**config.mk**
```make
export PLATFORM = sky130hd
export DESIGN_NAME = fpu_result_stage
export DESIGN_NICKNAME = d
export VERILOG_FILES = /design/src/rtl/fpu_result_stage.sv
export SDC_FILE = /design/constraint.sdc
export NUM_CORES = 1
export LEC_CHECK = 0
export BUFFER_PORTS_ARGS = -buffer_cell sky130_fd_sc_hd__buf_4
export CAP_MARGIN = 0
export CELL_PAD_IN_SITES_DETAIL_PLACEMENT = 0
export CELL_PAD_IN_SITES_GLOBAL_PLACEMENT = 1
export CORE_ASPECT_RATIO = 1.4
export CORE_MARGIN = 2
export CORE_UTILIZATION = 38
export DETAILED_ROUTE_END_ITERATION = 16
export PLACE_DENSITY_LB_ADDON = 0.1
export SLEW_MARGIN = 10
export SYNTH_ARGS = -nofsm -noshare
export SYNTH_HDL_FRONTEND = slang
export SYNTH_SLANG_ARGS = --single-unit
```
**constraint.sdc**
```tcl
create_clock -name CLK -period 2.6 [get_ports CLK]
set_clock_uncertainty 0.2 [all_clocks]
set_input_delay 0.13 -clock CLK [delete_from_list [all_inputs] [get_ports CLK]]
set_output_delay 0.13 -clock CLK [all_outputs]
set_load 0.02 [all_outputs]
```
**src/rtl/fpu_result_stage.sv**
```systemverilog
// FPU result stage: resolves the final result/exception code at acceptance, buffers
// entries in a 2-deep FIFO, and keeps sticky exception flags plus a saturating counter.
module fpu_result_stage #(
  parameter int CNT_W = 8
) (
  input  logic             CLK,
  input  logic             RST_N,
  input  logic             IN_VALID,
  output logic             IN_READY,
  input  logic [1:0]       FP_OPERATION,
  input  logic [7:0]       OP_A,
  input  logic [7:0]       OP_B,
  input  logic [7:0]       ARITH_RESULT,
  input  logic             OP_IS_EXCEPTION,
  input  logic [2:0]       FP_EXCE,
  output logic             OUT_VALID,
  input  logic             OUT_READY,
  output logic [7:0]       OUT_RESULT,
  output logic [2:0]       OUT_EXCE,
  input  logic             FLAG_CLR,
  output logic             FLAG_INVALID,
  output logic             FLAG_DIVZERO,
  output logic [CNT_W-1:0] EXCE_COUNT
);

  localparam logic [7:0]       QNAN     = 8'h7C;
  localparam logic [6:0]       INF_MAG  = 7'h78;
  localparam logic [CNT_W-1:0] CNT_MAX  = {CNT_W{1'b1}};
  localparam logic [CNT_W-1:0] CNT_ONE  = {{(CNT_W-1){1'b0}}, 1'b1};
  localparam logic [CNT_W-1:0] CNT_ZERO = {CNT_W{1'b0}};

  // Entry layout is {result[7:0], exce[2:0]}; any exception other than zero-divide maps to qNaN.
  function automatic logic [10:0] resolve_entry(
    input logic       is_exc,
    input logic [2:0] code,
    input logic       sign_a,
    input logic       sign_b,
    input logic [7:0] arith
  );
    logic [10:0] entry;
    if (is_exc) begin
      case (code)
        3'd4:    entry = {sign_a ^ sign_b, INF_MAG, code};
        default: entry = {QNAN, code};
      endcase
    end else begin
      entry = {arith, 3'd0};
    end
    return entry;
  endfunction

  logic [1:0]       count_r;
  logic [10:0]      head_r;
  logic [10:0]      tail_r;
  logic             up_r;
  logic             inv_r;
  logic             dz_r;
  logic [CNT_W-1:0] cnt_r;

  logic             accept_s;
  logic             pop_s;
  logic [10:0]      new_entry_s;
  logic             inc_s;
  logic             set_inv_s;
  logic             set_dz_s;
  logic [CNT_W-1:0] cnt_next_s;
  logic             unused_s;

  assign unused_s = ^{FP_OPERATION, OP_A[6:0], OP_B[6:0]};

  assign IN_READY     = up_r & (count_r != 2'd2);
  assign OUT_VALID    = (count_r != 2'd0);
  assign OUT_RESULT   = head_r[10:3];
  assign OUT_EXCE     = head_r[2:0];
  assign FLAG_INVALID = inv_r;
  assign FLAG_DIVZERO = dz_r;
  assign EXCE_COUNT   = cnt_r;

  assign accept_s    = IN_VALID & IN_READY;
  assign pop_s       = OUT_VALID & OUT_READY;
  assign new_entry_s = resolve_entry(OP_IS_EXCEPTION, FP_EXCE, OP_A[7], OP_B[7], ARITH_RESULT);
  assign inc_s       = accept_s & OP_IS_EXCEPTION;
  assign set_inv_s   = inc_s & ((FP_EXCE == 3'd2) | (FP_EXCE == 3'd3));
  assign set_dz_s    = inc_s & (FP_EXCE == 3'd4);

  // Next counter value: a same-cycle increment beats the clear.
  always_comb begin
    cnt_next_s = cnt_r;
    if (inc_s) begin
      if (FLAG_CLR) begin
        cnt_next_s = CNT_ONE;
      end else if (cnt_r != CNT_MAX) begin
        cnt_next_s = cnt_r + CNT_ONE;
      end else begin
        cnt_next_s = cnt_r;
      end
    end else if (FLAG_CLR) begin
      cnt_next_s = CNT_ZERO;
    end else begin
      cnt_next_s = cnt_r;
    end
  end

  // Acceptance enable: stays low through reset and rises on the first edge after release.
  always_ff @(posedge CLK or negedge RST_N) begin
    if (!RST_N) begin
      up_r <= 1'b0;
    end else begin
      up_r <= 1'b1;
    end
  end

  // Two-slot FIFO kept as head/tail registers so the output is always a register.
  always_ff @(posedge CLK or negedge RST_N) begin
    if (!RST_N) begin
      count_r <= 2'd0;
      head_r  <= 11'd0;
      tail_r  <= 11'd0;
    end else begin
      case ({accept_s, pop_s})
        2'b10: begin
          if (count_r == 2'd0) begin
            head_r <= new_entry_s;
          end else begin
            tail_r <= new_entry_s;
          end
          count_r <= count_r + 2'd1;
        end
        2'b01: begin
          head_r  <= tail_r;
          count_r <= count_r - 2'd1;
        end
        2'b11: begin
          // Only reachable at occupancy 1: the incoming entry replaces the departing head.
          head_r <= new_entry_s;
        end
        default: begin
          count_r <= count_r;
        end
      endcase
    end
  end

  // Sticky flags and saturating counter; a same-cycle set beats FLAG_CLR.
  always_ff @(posedge CLK or negedge RST_N) begin
    if (!RST_N) begin
      inv_r <= 1'b0;
      dz_r  <= 1'b0;
      cnt_r <= CNT_ZERO;
    end else begin
      inv_r <= set_inv_s | (inv_r & ~FLAG_CLR);
      dz_r  <= set_dz_s | (dz_r & ~FLAG_CLR);
      cnt_r <= cnt_next_s;
    end
  end

endmodule
```
==> flow_metrics.tcl <==
set metrics [dict create \
    path_max_fanout 13 \
    first_pass_iters 4 \
    postLayoutCoreUtil_pct 51.8 \
    drtIter0Drc 39 \
    ant_nets 0 \
    synth_seq_cells 35 \
    clk-insertion-delay-late_ns 0.28 \
    tightestPinTransition_ns 0.620 \
    diodes 0 \
    intPower_mw 1.38 \
    wl_mm 4.52 \
    cts-root-buf "clkbuf_8" \
    pwr-share-clk_pct 22.7 \
    switching_share_pct 35.3 \
    finalHoldViolations 0 \
    place_ws_ns 0.578 \
    fmax_mhz 428 \
    cap_violations 0 \
    nNetsFinal 263 \
    sequentialPowerShare_pct 39.3 \
    wl_per_cell_um 15.6 \
    netlist_area_um2 1770 \
    crit_required_ns 2.63 \
    netlist-cell-type-count 40 \
    die_w_um 61.7 \
    ctsHoldBuffers 10 \
    synth_fp_nets 214 \
    power_mw 2.13 \
    grt_max_degree 36 \
    core.rowCount 29 \
    holdWs_ns 0.00784 \
    grt.overflow.total 0 \
    clk_pin_slew_worst_paths_ns 0.07 \
    synthFlopType "dfrtp_1" \
    rsz0062_at_grt "no" \
    crit_end "FLAG_INVALID" \
    clock-sinks 35 \
    ios 58 \
    fin_crit_ns 2.34 \
    grt_antenna_before_repair 0 \
    p_per_area_nw_per_um2 912 \
    place_area_um2 2120 \
    fin_ws_ns 0.264 \
    portBuffers 41 \
    cts_buffers 5 \
    synth_edf_count 0 \
    vias_per_cell 5.38 \
    grt_pass1_vias 1543 \
    synth_compound_area_share_pct 18.6 \
    setup_viol 0 \
    power_leakage_nw 1.03 \
    end_kind "register" \
    p_comb_share_pct 38.0 \
    die_area_um2 5240 \
    slew_headroom_pct 58.6 \
    yosys.area_share.xor_xnor_pct 0.988 \
    drc 0 \
    grtUsageTotal_pct 19.1 \
    setup_tns_ns 0 \
    dp_cells 272 \
    gp_congestion 0.768 \
    grt_pass1_wl_mm 7.51 \
    die_y_um 84.8 \
    yosys.area_share.simple_pct 18.1 \
    fin_crit_sh_pct 89.8 \
    ff_latch_area_um2 876 \
    crit_type "reg2reg" \
    holdPathStages 3 \
    dp_hpwl_mm 3.23 \
    rr_startpoint "up_r" \
    synthMuxAreaShare_pct 8.12 \
    crit_path_start "up_r" \
    status "finished, final reports clean" \
    tritoncts "built" \
    drv_slew 0 \
    r2r_cells 4 \
    rrSetupSlack_ns 0.26 \
    ir_drop_v 0.000337 \
    syn2layout_area_growth_pct 31.5 \
    r2r-end "FLAG_INVALID" \
    htree_num_levels 2 \
    finalNonFillerCells 290 \
    fp.coreArea_um2 4500 \
    ctsResizeCount 0 \
    multiInputGateArea_um2 827 \
    cp-start-kind "register" \
    synth_fa_ha_area_share_pct 0.706 \
    start_util_pct 39.4 \
    critPathArrivalTime_ns 2.36 \
    cts_setup_buffers 0 \
    seq_area_frac_synth_pct 49.4 \
    power_switching_mw 0.752 \
    final.fill_count 474 \
    synth_top_family_by_area "compound AO/OA/AOI/OAI gates" \
    design_area_um2 2330 \
    drive_above_1_share_pct 29.4 \
    hold_path.class "in2reg" \
    synth_warnings 0 \
    cts_max_path_buffers 2 \
    avgSynthCellArea_um2 9.96 \
    vias 1559 \
    syn_inst 178 \
    synthArstFlopShare_pct 100 \
]
-- registers in the layout, summed over array words and instances (netlist names) --
| register | count |
|---|---|
| tail_r | 11 |
| up_r | 1 |
| head_r | 11 |
| EXCE_COUNT | 8 |
| FLAG_INVALID | 1 |
| FLAG_DIVZERO | 1 |
| count_r | 2 |
-- cell usage after synthesis, drive strengths merged, types with 2 or more instances --
master / count / area (um2)
nor4: 4 / 25.0
nand2: 9 / 33.8
a211o: 2 / 17.5
mux2: 11 / 124
or2: 5 / 31.3
buf: 3 / 17.5
a21oi: 14 / 70.1
nor3: 2 / 10.0
o22ai: 20 / 125
nand3: 7 / 47.6
clkbuf: 6 / 22.5
a211oi: 2 / 15.0
inv: 8 / 30.0
nor2b: 6 / 37.5
xnor2: 2 / 17.5
dfrtp: 35 / 876
and2: 4 / 25.0
mux2i: 2 / 20.0
nand2b: 2 / 12.5
nor2: 11 / 41.3
o21ai: 7 / 35.0
-- layout make-up --
class                      count  area share, %
inverter                       8           1.29
sequential                    35           37.6
clock inverter                 3           1.88
multi-input combinational    126           35.5
timing repair buffer          51           17.5
clock buffer                   5           2.95
tap                           62           3.33
-- kinds of logic after synthesis --
logic type	after synthesis
AND/OR/NAND/NOR	56
AO/OA/AOI/OAI	53
flip-flops	35
buffers and inverters	17
multiplexers	13
XOR/XNOR	2
adder cells (fa/ha/maj)	1
other	1
-- critical path: stages, from the launching register on --
cell           delay (ns)
dfrtp_1              0.38
and2_1               0.33
nand2_1              0.41
o32ai_1              0.38
dlygate4sd3_1        0.58
-- placed cells by master (no fill, tap or decap), types with 2 or more instances in the layout --
master / instances
nor3_1: 2
clkbuf_8: 5
a21oi_1: 14
nand2b_1: 2
dfrtp_1: 35
nor2b_1: 6
mux2_2: 11
buf_4: 41
nor4_1: 4
xnor2_1: 2
a211o_1: 2
dlygate4sd3_1: 10
o21ai_0: 7
mux2i_1: 2
a211oi_1: 2
or2_2: 4
and2_1: 4
nand2_1: 9
inv_1: 8
nor2_1: 11
o22ai_1: 20
nand3_1: 6
-- how the worst min path moves through the flow --
stage                     slack [ns]             from            end
after floorplan                -0.37            RST_N  EXCE_COUNT[0]
after global placement          -0.1            RST_N      head_r[8]
after detailed placement       -0.09            RST_N      head_r[8]
after CTS                       0.02  ARITH_RESULT[4]      tail_r[7]
after global routing           0.008  ARITH_RESULT[4]      tail_r[7]
final                          0.008  ARITH_RESULT[4]      tail_r[7]
-- power groups by stage --
stage               logic, mW  registers, mW  clock network, mW
floorplan               0.420          0.926                  0
finish                  0.809          0.835              0.482
global placement        0.782          0.830                  0
global route            0.897          0.859              0.531
detailed placement      0.808          0.846                  0
CTS                     0.821          0.835              0.505
-- routing by layer --
layer	wire length [um]	GRT usage (%)	up-vias
met4	57	5.22	0
met2	2480	33.4	32
met1	1800	22.9	770
li1	-	-	752
met5	0	0	-
met3	174	4.27	5
No activity file was read; power rests on OpenSTA's default activity.
